### src/rtl/gcd_job_ctrl.sv
// rtl/gcd_job_ctrl.sv - request FIFO, job issue FSM and result register for a sequential GCD core
module gcd_job_ctrl #(
  parameter int W     = 32,
  parameter int TAG_W = 4,
  parameter int DEPTH = 4,
  parameter int CYC_W = 8
) (
  input  logic                       clk,
  input  logic                       rst,
  input  logic                       in_valid,
  output logic                       in_ready,
  input  logic [W-1:0]               in_a,
  input  logic [W-1:0]               in_b,
  input  logic [TAG_W-1:0]           in_tag,
  output logic                       core_load_o,
  output logic [W-1:0]               core_a_o,
  output logic [W-1:0]               core_b_o,
  input  logic [W-1:0]               core_gcd_i,
  input  logic                       core_done_i,
  output logic                       out_valid,
  input  logic                       out_ready,
  output logic [W-1:0]               out_gcd,
  output logic [TAG_W-1:0]           out_tag,
  output logic [CYC_W-1:0]           out_cycles,
  output logic [$clog2(DEPTH+1)-1:0] fifo_count_o,
  output logic                       busy_o
);
  localparam int CNT_W = $clog2(DEPTH + 1);
  localparam int PTR_W = $clog2(DEPTH);

  typedef enum logic [1:0] {S_IDLE, S_LOAD, S_WAIT} state_t;

  logic [W-1:0]     mem_a   [DEPTH];
  logic [W-1:0]     mem_b   [DEPTH];
  logic [TAG_W-1:0] mem_tag [DEPTH];

  logic [PTR_W-1:0] wr_ptr_q, rd_ptr_q;
  logic [CNT_W-1:0] count_q, count_d;
  logic             push, pop;

  state_t           state_q;
  logic             core_load_q;
  logic [W-1:0]     core_a_q, core_b_q;
  logic [TAG_W-1:0] tag_q;
  logic [CYC_W-1:0] cyc_q, cyc_d;
  logic             out_valid_q;
  logic [W-1:0]     out_gcd_q;
  logic [TAG_W-1:0] out_tag_q;
  logic [CYC_W-1:0] out_cycles_q;

  // in_ready decodes the registered count only, so a pop never frees a slot for the same cycle
  assign in_ready = (count_q < CNT_W'(DEPTH));
  assign push     = in_valid & in_ready;
  assign pop      = (state_q == S_LOAD);

  always_comb begin
    count_d = count_q;
    if (push && !pop) begin
      count_d = count_q + CNT_W'(1);
    end else if (pop && !push) begin
      count_d = count_q - CNT_W'(1);
    end
  end

  always_ff @(posedge clk) begin
    if (push) begin
      mem_a[wr_ptr_q]   <= in_a;
      mem_b[wr_ptr_q]   <= in_b;
      mem_tag[wr_ptr_q] <= in_tag;
    end
  end

  always_ff @(posedge clk or posedge rst) begin
    if (rst) begin
      wr_ptr_q <= '0;
      rd_ptr_q <= '0;
      count_q  <= '0;
    end else begin
      if (push) wr_ptr_q <= wr_ptr_q + PTR_W'(1);
      if (pop)  rd_ptr_q <= rd_ptr_q + PTR_W'(1);
      count_q <= count_d;
    end
  end

  assign cyc_d = (cyc_q == {CYC_W{1'b1}}) ? cyc_q : cyc_q + CYC_W'(1);

  always_ff @(posedge clk or posedge rst) begin
    if (rst) begin
      state_q      <= S_IDLE;
      core_load_q  <= 1'b0;
      core_a_q     <= '0;
      core_b_q     <= '0;
      tag_q        <= '0;
      cyc_q        <= '0;
      out_valid_q  <= 1'b0;
      out_gcd_q    <= '0;
      out_tag_q    <= '0;
      out_cycles_q <= '0;
    end else begin
      if (out_valid_q && out_ready) begin
        out_valid_q <= 1'b0;
      end
      case (state_q)
        S_IDLE: begin
          // holding off while a result is pending keeps results in request order
          if (count_q != '0 && !out_valid_q) begin
            state_q     <= S_LOAD;
            core_load_q <= 1'b1;
            core_a_q    <= mem_a[rd_ptr_q];
            core_b_q    <= mem_b[rd_ptr_q];
          end
        end
        S_LOAD: begin
          core_load_q <= 1'b0;
          tag_q       <= mem_tag[rd_ptr_q];
          cyc_q       <= '0;
          state_q     <= S_WAIT;
        end
        S_WAIT: begin
          cyc_q <= cyc_d;
          if (core_done_i) begin
            out_gcd_q    <= core_gcd_i;
            out_tag_q    <= tag_q;
            out_cycles_q <= cyc_d;
            out_valid_q  <= 1'b1;
            state_q      <= S_IDLE;
          end
        end
        default: begin
          state_q     <= S_IDLE;
          core_load_q <= 1'b0;
        end
      endcase
    end
  end

  assign core_load_o  = core_load_q;
  assign core_a_o     = core_a_q;
  assign core_b_o     = core_b_q;
  assign out_valid    = out_valid_q;
  assign out_gcd      = out_gcd_q;
  assign out_tag      = out_tag_q;
  assign out_cycles   = out_cycles_q;
  assign fifo_count_o = count_q;
  assign busy_o       = (state_q != S_IDLE) | (count_q != '0) | out_valid_q;

endmodule

### config.mk
export PLATFORM = sky130hd
export DESIGN_NAME = gcd_job_ctrl
export DESIGN_NICKNAME = d
export VERILOG_FILES = /design/src/rtl/gcd_job_ctrl.sv
export SDC_FILE = /design/constraint.sdc
export NUM_CORES = 1
export LEC_CHECK = 0
export ABC_AREA = 0
export BUFFER_PORTS_ARGS = -buffer_cell sky130_fd_sc_hd__buf_2
export CAP_MARGIN = 40
export CORE_ASPECT_RATIO = 1.5
export CORE_MARGIN = 4
export CORE_UTILIZATION = 40
export CTS_CLUSTER_DIAMETER = 50
export DETAILED_ROUTE_END_ITERATION = 8
export PLACE_DENSITY_LB_ADDON = 0.2
export SYNTH_ARGS = -nofsm -noshare
export SYNTH_HDL_FRONTEND = slang
export SYNTH_SLANG_ARGS = --single-unit
### constraint.sdc
create_clock -name clk -period 4.1 [get_ports clk]
set_input_delay 0.205 -clock clk [delete_from_list [all_inputs] [get_ports clk]]
set_output_delay 0.205 -clock clk [all_outputs]
set_load 0.1 [all_outputs]
==> impl_table.tex, run 1 <==
\begin{tabular}{lr}
\hline
Metric & Value \\
\hline
\multicolumn{2}{l}{\textbf{Critical path}} \\
\quad Endpoint required time on the critical path & 4320 ps \\
\quad Critical Path AT & 2560 ps \\
\quad Worst flop-to-flop path endpoint & mem\_b[2][29]\$\_DFFE\_PP\_ \\
\quad Worst-case register-to-register setup slack & 1750 ps \\
\quad Crit path buffers/inverters & 1 \\
\quad Critical path startpoint category & register \\
\quad Endpoint kind of the worst setup timing path & register \\
\quad Critical path class & reg -> reg \\
\quad Origin of the critical flop-to-flop path & fifo\_count\_o[2]\$\_DFFE\_PP0P\_ \\
\quad Number of cells traversed by the worst register-to-register path & 3 \\
\quad Cell with the biggest individual delay on the critical path & and2\_4 \\
\quad Worst path cell trace & nor2b\_1, and2\_4, buf\_4 \\
\quad Delay-heaviest family, CP & simple AND/OR/NAND/NOR gates \\
\quad Critical path launch point & fifo\_count\_o[2]\$\_DFFE\_PP0P\_ \\
\quad Worst Path Max Fanout & 47 \\
\quad Highest cell delay on the worst timing path & 770 ps \\
\multicolumn{2}{l}{\textbf{Synthesis}} \\
\quad Summed instance area of the synthesized netlist & 15200 sq um \\
\quad Proportion of synthesized chip area in sequential cells & 75.4\% \\
\quad Yosys warnings & 0 \\
\quad Post-synth ARST share & 32.5\% \\
\quad Count of state elements after synthesis & 403 \\
\quad Number of nets produced by synthesis & 847 \\
\quad Unique cell type count in the Yosys netlist & 38 \\
\quad Post-synthesis instance total & 731 \\
\quad Number of enable flip-flop cells after synthesis & 272 \\
\quad Most common flop cell mapped by yosys & edfxtp\_1 \\
\quad Average instance area after synthesis & 20.8 sq um \\
\multicolumn{2}{l}{\textbf{Floorplanning}} \\
\quad Starting Density & 40.4\% \\
\quad Core Region & 37600 sq um \\
\quad Row Count & 87 \\
\quad Number of top-level pins & 220 \\
\quad Area enclosed by the die boundary & 41200 sq um \\
\quad Die Span Y & 247 microns \\
\quad Die X-Extent & 167 microns \\
\multicolumn{2}{l}{\textbf{CTS}} \\
\quad TritonCTS buffer count & 42 \\
\quad CTS clk-pin slew, worst paths & 60 ps \\
\quad Buffer count from post-CTS setup fixing & 0 \\
\quad Clock latency at the later pin of the worst-skew pair & 540 ps \\
\quad Clock Tree Buf Depth & 3 \\
\quad Number of gates resized after CTS & 0 \\
\quad Clock net sink count & 403 \\
\quad CTS tree & done \\
\quad CTS H-Tree Depth & 2 \\
\quad Hold buffer count at cts & 102 \\
\quad CTS Root Cell & clkbuf\_16 \\
\multicolumn{2}{l}{\textbf{STA}} \\
\quad Clk\_skew & 20.1 ps \\
\quad Final hold violation count & 0 \\
\quad Worst slew margin relative to its limit & 46.4\% \\
\quad Total negative setup slack & 0 ps \\
\quad Final clock period utilization by the worst path & 57.2\% \\
\quad Actual transition at the worst max-transition pin & 804 ps \\
\quad Setup repair after global routing missed its margin & false \\
\quad Final worst path period need & 2350 ps \\
\quad Count of final setup violators & 0 \\
\quad Number of max-slew violations in the final report & 0 \\
\quad Fmax & 426 MHz \\
\multicolumn{2}{l}{\textbf{Global routing}} \\
\quad Antenna violations before repair & 2 \\
\quad Vias in the first global route & 8622 \\
\quad Maximum number of pins on one net before global-route repair & 81 \\
\quad GRT overflow & 0 \\
\quad First-pass GRT wire length & 49700 microns \\
\quad Gr usage total & 15.5\% \\
\multicolumn{2}{l}{\textbf{Outcome}} \\
\quad Outcome & finished clean \\
\multicolumn{2}{l}{\textbf{Detailed routing}} \\
\quad Routed Antenna Nets & 0 \\
\quad Vias/cell & 4.89 \\
\quad Total DRC errors in the routed layout & 0 \\
\quad Detailed-routing iteration count for the pre-antenna-repair pass & 4 \\
\quad Final WL & 31500 microns \\
\quad Routed wire per std cell & 19.6 microns \\
\quad Number of vias after detailed routing & 7826 \\
\quad First-iteration detailed-routing DRC count & 415 \\
\multicolumn{2}{l}{\textbf{Final layout}} \\
\quad Total area of multi-input combinational cells & 3450 sq um \\
\quad Flip-flop and latch area & 11500 sq um \\
\quad Fraction of final layout cells with drive strength greater than 1 & 43.8\% \\
\quad Area overhead of the layout relative to synthesis & 27.4\% \\
\quad Fill cell count & 3000 \\
\quad Nets & 1194 \\
\multicolumn{2}{l}{\textbf{Placed design}} \\
\quad Port Buffer Count & 219 \\
\quad Dpl hpwl & 19300 microns \\
\quad Gp weighted congestion & 0.760 \\
\multicolumn{2}{l}{\textbf{Min path}} \\
\quad Startpoint of the lowest-slack hold path & core\_done\_i \\
\quad Worst hold path type & in -> reg \\
\quad WHS Path Cells & 3 \\
\quad Hold endpoint & out\_cycles[1]\$\_DFFE\_PP0P\_ \\
\multicolumn{2}{l}{\textbf{Run}} \\
\quad Max-cap violations & 0 \\
\hline
\end{tabular}
==> final cells by class <==
| type | count | share of cell area, % |
|---|---|---|
| Tap cell | 489 | 3.17 |
| Sequential cell | 403 | 59.3 |
| Inverter | 11 | 0.240 |
| Clock buffer | 53 | 5.87 |
| Timing Repair Buffer | 338 | 12.1 |
| Multi-Input combinational cell | 282 | 17.9 |
| Clock inverter | 24 | 1.51 |
| Antenna cell | 2 | 0.0259 |
==> sequential cells by signal (all words and copies together) (netlist names) <==
signal,cells
out_cycles,8
core_b_o,32
rd_ptr_q,2
mem_tag,16
out_valid,1
tag_q,4
out_tag,4
state_q,2
wr_ptr_q,2
out_gcd,32
mem_a,128
mem_b,128
cyc_q,8
fifo_count_o,3
core_a_o,32
core_load_o,1
==> cell usage in the layout, fill, tap and decap left out, types with 12 or more instances in the layout <==
| cell type | netlist | final |
|---|---|---|
| buf_4 | 2 | 12 |
| edfxtp_1 | 272 | 272 |
| o21ai_0 | 14 | 14 |
| a21oi_1 | 14 | 14 |
| clkbuf_16 | 0 | 43 |
| mux2_2 | 101 | 101 |
| dlygate4sd3_1 | 0 | 102 |
| dfrtp_1 | 131 | 129 |
| nand2_1 | 19 | 18 |
| buf_2 | 6 | 219 |
| mux4_2 | 68 | 68 |
==> synth_stat cells (6+ instances only) <==
cell        n  area [sq um]
nand2_1    19          71.3
o21ai_0    14          70.1
edfxtp_1  272          8170
buf_6      14           158
mux2_2    101          1140
mux4_2     68          1530
buf_2       6          30.0
dfrtp_1   131          3280
clkbuf_1   13          48.8
a21oi_1    14          70.1
inv_1      11          41.3
ha_1       10           125
nand3_1     7          35.0
==> per-layer routing <==
metal / routed length, microns / GRT usage [%] / vias up
met5: 0 / 0 / -
met4: 568 / 4.07 / 0
met3: 1490 / 3.07 / 35
met2: 17000 / 28.5 / 201
met1: 12400 / 18.5 / 4018
li1: - / - / 3572
==> stage by stage <==
stage               worst slack [ps]  utilization [%]  cell area [sq um]  hold WS (ps)  std cells
floorplan                        397                -              15200           301        731
global placement                1700             44.7              16800           395       1417
detailed placement              1690             44.9              16900           394       1421
CTS                             1680             51.4              19300          27.4       1600
global route                    1590             51.5              19300          40.5       1602
finish                          1750             51.5              19300          56.1       1602
==> cell families after synthesis <==
group           count (synthesis)  share of synthesized area (%)
simple gates                   53                           1.83
compound gates                 37                           1.40
fa+ha+maj                      11                          0.956
buf+inv                        46                           1.93
xor+xnor                        7                          0.404
flops                         403                           75.4
mux                           174                           18.0
==> how the worst max path moves through the flow <==
stage	cells past startpoint	to
2_1_floorplan	1	core_a_o[0]$_DFFE_PP0P_
3_3_place_gp	4	out_gcd[21]$_DFFE_PP0P_
3_5_place_dp	3	mem_a[2][20]$_DFFE_PP_
4_1_cts	3	mem_a[2][21]$_DFFE_PP_
5_1_grt	3	mem_a[2][20]$_DFFE_PP_
6_report	3	mem_b[2][29]$_DFFE_PP_
==> tightest hold or removal path, cell delays in order <==
cell and delay [ps]:
buf_2 120, a21oi_1 70, a21oi_1 130
Power of run 1 is not shown: default switching activity piles up to over one toggle a cycle in this logic, so the estimate is an artifact.
==> inputs of run 2 (changes only) <==
ABC_AREA = 1   (was 0)
clock period = 2.4 ns   (was 4.1 ns; I/O delays follow)
==> impl_table.tex, run 2 <==
\begin{tabular}{lr}
\hline
Metric & Value \\
\hline
\multicolumn{2}{l}{\textbf{CTS}} \\
\quad CTS tree & done \\
\quad Clock Tree Buf Depth & 3 (unchanged) \\
\quad TritonCTS buffer count & 42 (unchanged) \\
\quad CTS clk-pin slew, worst paths & 60 ps (about the same) \\
\quad CTS H-Tree Depth & 2 (unchanged) \\
\quad Number of gates resized after CTS & 0 (unchanged) \\
\quad Clock net sink count & 403 (unchanged) \\
\quad CTS Root Cell & clkbuf\_16 \\
\quad Clock latency at the later pin of the worst-skew pair & 540 ps (about the same) \\
\quad Hold buffer count at cts & 104 (+2.0\%) \\
\quad Buffer count from post-CTS setup fixing & 0 (unchanged) \\
\multicolumn{2}{l}{\textbf{STA}} \\
\quad Fmax & 507 MHz \\
\quad Worst Hold Margin & 135 ps (+78.5 ps) \\
\quad Final clock period utilization by the worst path & 82.2\% \\
\quad Final worst path period need & 1970 ps \\
\quad Count of final setup violators & 0 (unchanged) \\
\quad Min setup slack post-route & 426 ps (-1330 ps) \\
\quad Final hold violation count & 0 (unchanged) \\
\quad Worst slew margin relative to its limit & 56.2\% (+9.8 points) \\
\quad Actual transition at the worst max-transition pin & 656 ps (-147 ps) \\
\quad Number of max-slew violations in the final report & 0 (unchanged) \\
\quad Setup repair after global routing missed its margin & false \\
\quad Clk\_skew & 14.0 ps (-6.13 ps) \\
\multicolumn{2}{l}{\textbf{Floorplanning}} \\
\quad Row Count & 88 (+1.1\%) \\
\quad Core Region & 38400 sq um (+2.3\%) \\
\quad Starting Density & 40.4\% (about the same) \\
\quad Area enclosed by the die boundary & 42100 sq um (+2.2\%) \\
\quad Die X-Extent & 169 microns (+1.1\%) \\
\quad Number of top-level pins & 220 (unchanged) \\
\quad Die Span Y & 249 microns (+1.1\%) \\
\multicolumn{2}{l}{\textbf{Detailed routing}} \\
\quad Routed wire per std cell & 16.8 microns (-14\%) \\
\quad Routed Antenna Nets & 0 (unchanged) \\
\quad Final WL & 37000 microns (+17\%) \\
\quad First-iteration detailed-routing DRC count & 476 (+15\%) \\
\quad Detailed-routing iteration count for the pre-antenna-repair pass & 5 (+1) \\
\quad Total DRC errors in the routed layout & 0 (unchanged) \\
\quad Number of vias after detailed routing & 10500 (+34\%) \\
\quad Vias/cell & 4.78 (-2.2\%) \\
\multicolumn{2}{l}{\textbf{Critical path}} \\
\quad Last element of the critical path & busy\_o \\
\quad Critical Path AT & 1850 ps (-710 ps) \\
\quad Worst Path Max Fanout & 5 (-89\%) \\
\quad Worst flop-to-flop path endpoint & fifo\_count\_o[2]\$\_DFFE\_PP0P\_ \\
\quad Number of cells traversed by the worst register-to-register path & 9 (+6) \\
\quad Origin of the critical flop-to-flop path & fifo\_count\_o[2]\$\_DFFE\_PP0P\_ \\
\quad Critical path launch point & state\_q[0]\$\_DFFE\_PP0P\_ \\
\quad Critical path class & reg -> out \\
\quad Endpoint kind of the worst setup timing path & output pin \\
\quad Critical path startpoint category & register \\
\quad Worst-case register-to-register setup slack & 540 ps (-1210 ps) \\
\quad Endpoint required time on the critical path & 2280 ps (-2040 ps) \\
\multicolumn{2}{l}{\textbf{Final layout}} \\
\quad Fraction of final layout cells with drive strength greater than 1 & 19.2\% (-25 points) \\
\quad Area overhead of the layout relative to synthesis & 27.5\% (about the same) \\
\quad Largest regs & mem\_a x128, mem\_b x128 \\
\quad Most used cells in the layout excluding fill and tap cells & nand2\_1 (554), edfxtp\_1 (272), buf\_2 (219) \\
\quad Most common cell after layout, fill and taps aside & nand2\_1 \\
\quad Nets & 1786 (+50\%) \\
\quad Post-Layout Inst Area & 19800 sq um (+2.4\%) \\
\multicolumn{2}{l}{\textbf{Placed design}} \\
\quad Post-placement setup slack & 548 ps (-1140 ps) \\
\quad Placed standard-cell area & 17400 sq um (+3.0\%) \\
\quad Port Buffer Count & 219 (unchanged) \\
\quad Dpl hpwl & 21900 microns (+13\%) \\
\quad Gp weighted congestion & 0.767 (+0.87\%) \\
\multicolumn{2}{l}{\textbf{Synthesis}} \\
\quad Largest cells by area after synthesis & edfxtp\_1 (53\%), dfrtp\_1 (21\%), nand2\_1 (13\%) \\
\quad Number of nets produced by synthesis & 1461 (+72\%) \\
\quad Yosys warnings & 0 (unchanged) \\
\quad Summed instance area of the synthesized netlist & 15500 sq um (+2.3\%) \\
\quad Post-synth top area share & 52.6\% (-1.2 points) \\
\quad Number of enable flip-flop cells after synthesis & 272 (unchanged) \\
\quad Post-synth ARST share & 32.5\% (unchanged) \\
\quad Proportion of synthesized chip area in sequential cells & 73.8\% (-1.7 points) \\
\quad Count of state elements after synthesis & 403 (unchanged) \\
\quad Post-synthesis instance total & 1345 (+84\%) \\
\quad Library cell occupying the most area in the post-synthesis netlist & edfxtp\_1 \\
\quad Most common flop cell mapped by yosys & edfxtp\_1 \\
\quad Most used standard cells in the synthesized netlist & nand2\_1 (555), edfxtp\_1 (272), nand3\_1 (143), dfrtp\_1 (131), o21ai\_1 (66) \\
\quad Average instance area after synthesis & 11.5 sq um (-44\%) \\
\quad Unique cell type count in the Yosys netlist & 26 (-32\%) \\
\quad Most common cell in the netlist & nand2\_1 \\
\multicolumn{2}{l}{\textbf{Global routing}} \\
\quad Maximum number of pins on one net before global-route repair & 139 (+72\%) \\
\quad Vias in the first global route & 10700 (+24\%) \\
\quad Antenna violations before repair & 2 (unchanged) \\
\quad Gr usage total & 17.4\% (+2.0 points) \\
\quad First-pass GRT wire length & 58200 microns (+17\%) \\
\quad GRT overflow & 0 (unchanged) \\
\multicolumn{2}{l}{\textbf{Outcome}} \\
\quad Outcome & finished clean \\
\multicolumn{2}{l}{\textbf{Min path}} \\
\quad Worst hold path type & in -> async \\
\multicolumn{2}{l}{\textbf{Run}} \\
\quad Max-cap violations & 0 (unchanged) \\
\hline
\end{tabular}
==> run 2: cell count changes in the layout (fill, tap and decap cells not counted), sizes merged, moves of 23 or more <==
cell / change
nand2: +536
nand3: +137
mux2: -104
o21ai: +76
mux4: -68
nor2: +23
==> run 2: metal layers <==
metal	track usage [%]	vias up	part of all wire (%)
met5	0	-	0
met4	5.31	0	2.4
met3	3.35	59	5.7
met2	32.6	266	53
met1	19.9	5006	39
li1	-	5188	-
==> run 2: how the worst min path moves through the flow <==
stage / start / end / slack, ps / cells after the start
finish: rst / out_gcd[27]$_DFFE_PP0P_ / 130 / 3
global route: rst / out_gcd[28]$_DFFE_PP0P_ / 160 / 3
CTS: rst / out_gcd[27]$_DFFE_PP0P_ / 120 / 3
detailed placement: rst / out_gcd[23]$_DFFE_PP0P_ / 160 / 2
global placement: rst / out_gcd[23]$_DFFE_PP0P_ / 160 / 2
floorplan: in_a[0] / mem_a[0][0]$_DFFE_PP_ / 220 / 0
==> run 2: cell families (layout without fill, tap and decap cells) <==
logic type                 after synthesis  after routing  synth area share [%]
AOI/OAI and AO/OA                       96             96                  3.13
buffers and inverters                  102            461                  3.01
adders and majority gates               11             11                 0.935
other                                    0              2                     0
DFF                                    403            403                  73.8
and+or+nand+nor                        727            727                  18.8
xor gates and xnor gates                 5              5                 0.282
muxes                                    1              1                0.0726
==> run 2: final cells by class <==
type	count	area (sq um)
Antenna cell	2	5.00
Clock buffer	60	1220
Clock inverter	18	131
Fill cell	3307	18600
Inverter	34	138
Multi-Input combinational cell	840	3650
Sequential cell	403	11500
Tap cell	495	619
Timing Repair Buffer	349	2560
==> run 2: critical path, stage by stage, from the launching register on <==
cell and delay [ps]:
dfrtp_1 390, inv_1 90, ha_1 280, nand4_1 120, buf_2 430
==> run 2: through the flow <==
stage / cells / util (%) / setup TNS [ps]
3_3_place_gp: 2017 / 45.2 / 0
5_1_grt: 2201 / 51.5 / 0
4_1_cts: 2199 / 51.5 / 0
2_1_floorplan: 1345 / - / -98540
6_report: 2201 / 51.5 / 0
3_5_place_dp: 2017 / 45.2 / 0
Power of run 2 is left out for the same reason.
==> inputs of run 3 (changes only) <==
clock period = 1.94 ns   (was 2.4 ns; I/O delays follow)
==> impl_table.tex, run 3 (same netlist as run 2, synthesis figures left out) <==
\begin{tabular}{lr}
\hline
Metric & Value \\
\hline
\multicolumn{2}{l}{\textbf{Outcome}} \\
\quad Outcome & finished clean \\
\multicolumn{2}{l}{\textbf{Global routing}} \\
\quad Busiest layer in global routing & met2 \\
\quad Routing usage on met2 & 30.8\% (-1.8 points) \\
\quad Antenna violations before repair & 0 (-2) \\
\quad First-pass GRT wire length & 57500 microns (-1.2\%) \\
\quad Gr usage total & 17.1\% (-0.32 points) \\
\quad Vias in the first global route & 10600 (-0.71\%) \\
\quad GRT overflow & 0 (unchanged) \\
\quad Maximum number of pins on one net before global-route repair & 73 (-47\%) \\
\quad Met3 Track Usage GR & 3.00\% (-0.35 points) \\
\quad Met1 track demand over resource & 20.5\% (+0.58 points) \\
\multicolumn{2}{l}{\textbf{Final layout}} \\
\quad Most used cells in the layout excluding fill and tap cells & nand2\_1 (554), edfxtp\_1 (272), buf\_2 (218) \\
\quad Total area of multi-input combinational cells & 3670 sq um (+0.51\%) \\
\quad Most common cell after layout, fill and taps aside & nand2\_1 \\
\quad Fill cell count & 3341 (+1.0\%) \\
\quad Core utilization of the finished layout & 51.8\% (+0.29 points) \\
\quad Largest regs & mem\_a x128, mem\_b x128 \\
\quad Post-Layout Inst Area & 19900 sq um (+0.57\%) \\
\quad Flip-flop and latch area & 11500 sq um (unchanged) \\
\quad Area overhead of the layout relative to synthesis & 28.2\% \\
\quad Fraction of final layout cells with drive strength greater than 1 & 19.8\% (+0.60 points) \\
\quad Ant. Diodes & 0 (-2) \\
\quad Nets & 1789 (+0.17\%) \\
\multicolumn{2}{l}{\textbf{Critical path}} \\
\quad Number of cells traversed by the worst register-to-register path & 9 (unchanged) \\
\quad Crit path buffers/inverters & 2 (unchanged) \\
\quad Logic depth of the worst setup path including buffers & 4 (unchanged) \\
\quad Cell with the biggest individual delay on the critical path & dfrtp\_1 \\
\quad Critical path class & reg -> out \\
\quad Delay-heaviest family, CP & flip-flops \\
\quad Endpoint kind of the worst setup timing path & output pin \\
\quad Highest cell delay on the worst timing path & 400 ps (-30 ps) \\
\quad Worst path cell trace & inv\_1, ha\_2, nand4\_1, buf\_6 \\
\quad Critical path startpoint category & register \\
\quad Endpoint required time on the critical path & 1840 ps (-440 ps) \\
\quad Worst Path Max Fanout & 5 (unchanged) \\
\quad Critical Path AT & 1720 ps (-130 ps) \\
\multicolumn{2}{l}{\textbf{STA}} \\
\quad Min setup slack post-route & 119 ps (-307 ps) \\
\quad Setup repair after global routing missed its margin & false \\
\quad Worst slew margin relative to its limit & 63.2\% (+6.9 points) \\
\quad Clk\_skew & 11.4 ps (-2.62 ps) \\
\quad Actual transition at the worst max-transition pin & 556 ps (-100 ps) \\
\quad Fmax & 549 MHz \\
\quad Count of final setup violators & 0 (unchanged) \\
\quad Number of max-slew violations in the final report & 0 (unchanged) \\
\quad Final clock period utilization by the worst path & 93.9\% \\
\quad Final hold violation count & 0 (unchanged) \\
\quad Final worst path period need & 1820 ps \\
\multicolumn{2}{l}{\textbf{Floorplanning}} \\
\quad Die Span Y & 249 microns (unchanged) \\
\quad Starting Density & 40.4\% (unchanged) \\
\quad Number of top-level pins & 220 (unchanged) \\
\quad Row Count & 88 (unchanged) \\
\quad Die X-Extent & 169 microns (unchanged) \\
\quad Core Region & 38400 sq um (unchanged) \\
\quad Area enclosed by the die boundary & 42100 sq um (unchanged) \\
\multicolumn{2}{l}{\textbf{Detailed routing}} \\
\quad Vias/cell & 4.81 (+0.71\%) \\
\quad Number of vias after detailed routing & 10600 (+0.57\%) \\
\quad Routed wire per std cell & 16.6 microns (-1.1\%) \\
\quad Total DRC errors in the routed layout & 0 (unchanged) \\
\quad Final WL & 36500 microns (-1.3\%) \\
\quad Routed Antenna Nets & 0 (unchanged) \\
\quad Detailed-routing iteration count for the pre-antenna-repair pass & 5 (unchanged) \\
\quad First-iteration detailed-routing DRC count & 565 (+19\%) \\
\multicolumn{2}{l}{\textbf{Run}} \\
\quad Max-cap violations & 0 (unchanged) \\
\multicolumn{2}{l}{\textbf{CTS}} \\
\quad TritonCTS buffer count & 40 (-4.8\%) \\
\quad CTS H-Tree Depth & 2 (unchanged) \\
\quad Clock net sink count & 403 (unchanged) \\
\quad CTS tree & done \\
\quad Clock Tree Buf Depth & 3 (unchanged) \\
\quad CTS clk-pin slew, worst paths & 60 ps (about the same) \\
\quad CTS Root Cell & clkbuf\_16 \\
\quad Clock latency at the later pin of the worst-skew pair & 530 ps (about the same) \\
\multicolumn{2}{l}{\textbf{Placed design}} \\
\quad Placed standard-cell area & 17500 sq um (+0.63\%) \\
\quad Port Buffer Count & 219 (unchanged) \\
\quad Gp weighted congestion & 0.788 (+2.8\%) \\
\quad Dpl hpwl & 22100 microns (+0.91\%) \\
\quad Post-placement setup slack & 103 ps (-444 ps) \\
\multicolumn{2}{l}{\textbf{Min path}} \\
\quad Worst hold path type & in -> async \\
\hline
\end{tabular}
-- run 3: cell types whose count changed in the layout (fill, tap and decap cells not counted), sizes merged --
cell / delta
buf: +5
diode: -2
clkinvlp: -1
clkinv: -2
clkbuf: -6
bufinv: +3
-- run 3: final cells by class --
class | instances | share of cell area [%]
Timing Repair Buffer | 354 | 13.4
Sequential cell | 403 | 57.6
Clock buffer | 54 | 5.74
Inverter | 34 | 0.692
Tap cell | 495 | 3.11
Multi-Input combinational cell | 840 | 18.5
Clock inverter | 18 | 1.03
-- run 3: final timing paths --
check	start	to	slack, ps
max in group asynchronous	rst	rd_ptr_q[0]$_DFFE_PP0N_	1130
min in group clk	core_gcd_i[0]	out_gcd[0]$_DFFE_PP0P_	310
setup / recovery	state_q[0]$_DFFE_PP0P_	busy_o	120
setup reg to reg	state_q[1]$_DFFE_PP0P_	fifo_count_o[2]$_DFFE_PP0P_	160
hold / removal	rst	out_gcd[15]$_DFFE_PP0P_	130
hold reg to reg	out_gcd[9]$_DFFE_PP0P_	out_gcd[9]$_DFFE_PP0P_	470
-- run 3: per-layer routing --
metal / up-vias / part of all wire [%]
li1: 5182 / -
met3: 56 / 5.4
met2: 282 / 52
met5: - / 0
met1: 5059 / 40
met4: 0 / 2.9
-- run 3: worst min-delay path, cell delays in order --
cell	delay, ps
dlygate4sd3_1	540
buf_2	130
clkinvlp_4	280
-- run 3: timing repair --
action,in CTS,in global routing
buffers inserted,0,0
hold buffers,104,0
setup endpoints to repair,1,2
hold endpoints to repair,439,0
gates resized for setup,2,3
-- run 3: through the flow --
| step | hold slack [ps] | instances | setup TNS [ps] |
|---|---|---|---|
| floorplan | 196 | 1345 | -246570 |
| global placement | 122 | 2022 | 0 |
| detailed placement | 116 | 2022 | 0 |
| CTS | 117 | 2198 | 0 |
| global route | 139 | 2198 | 0 |
| finish | 127 | 2198 | 0 |
Power of run 3 is left out for the same reason.
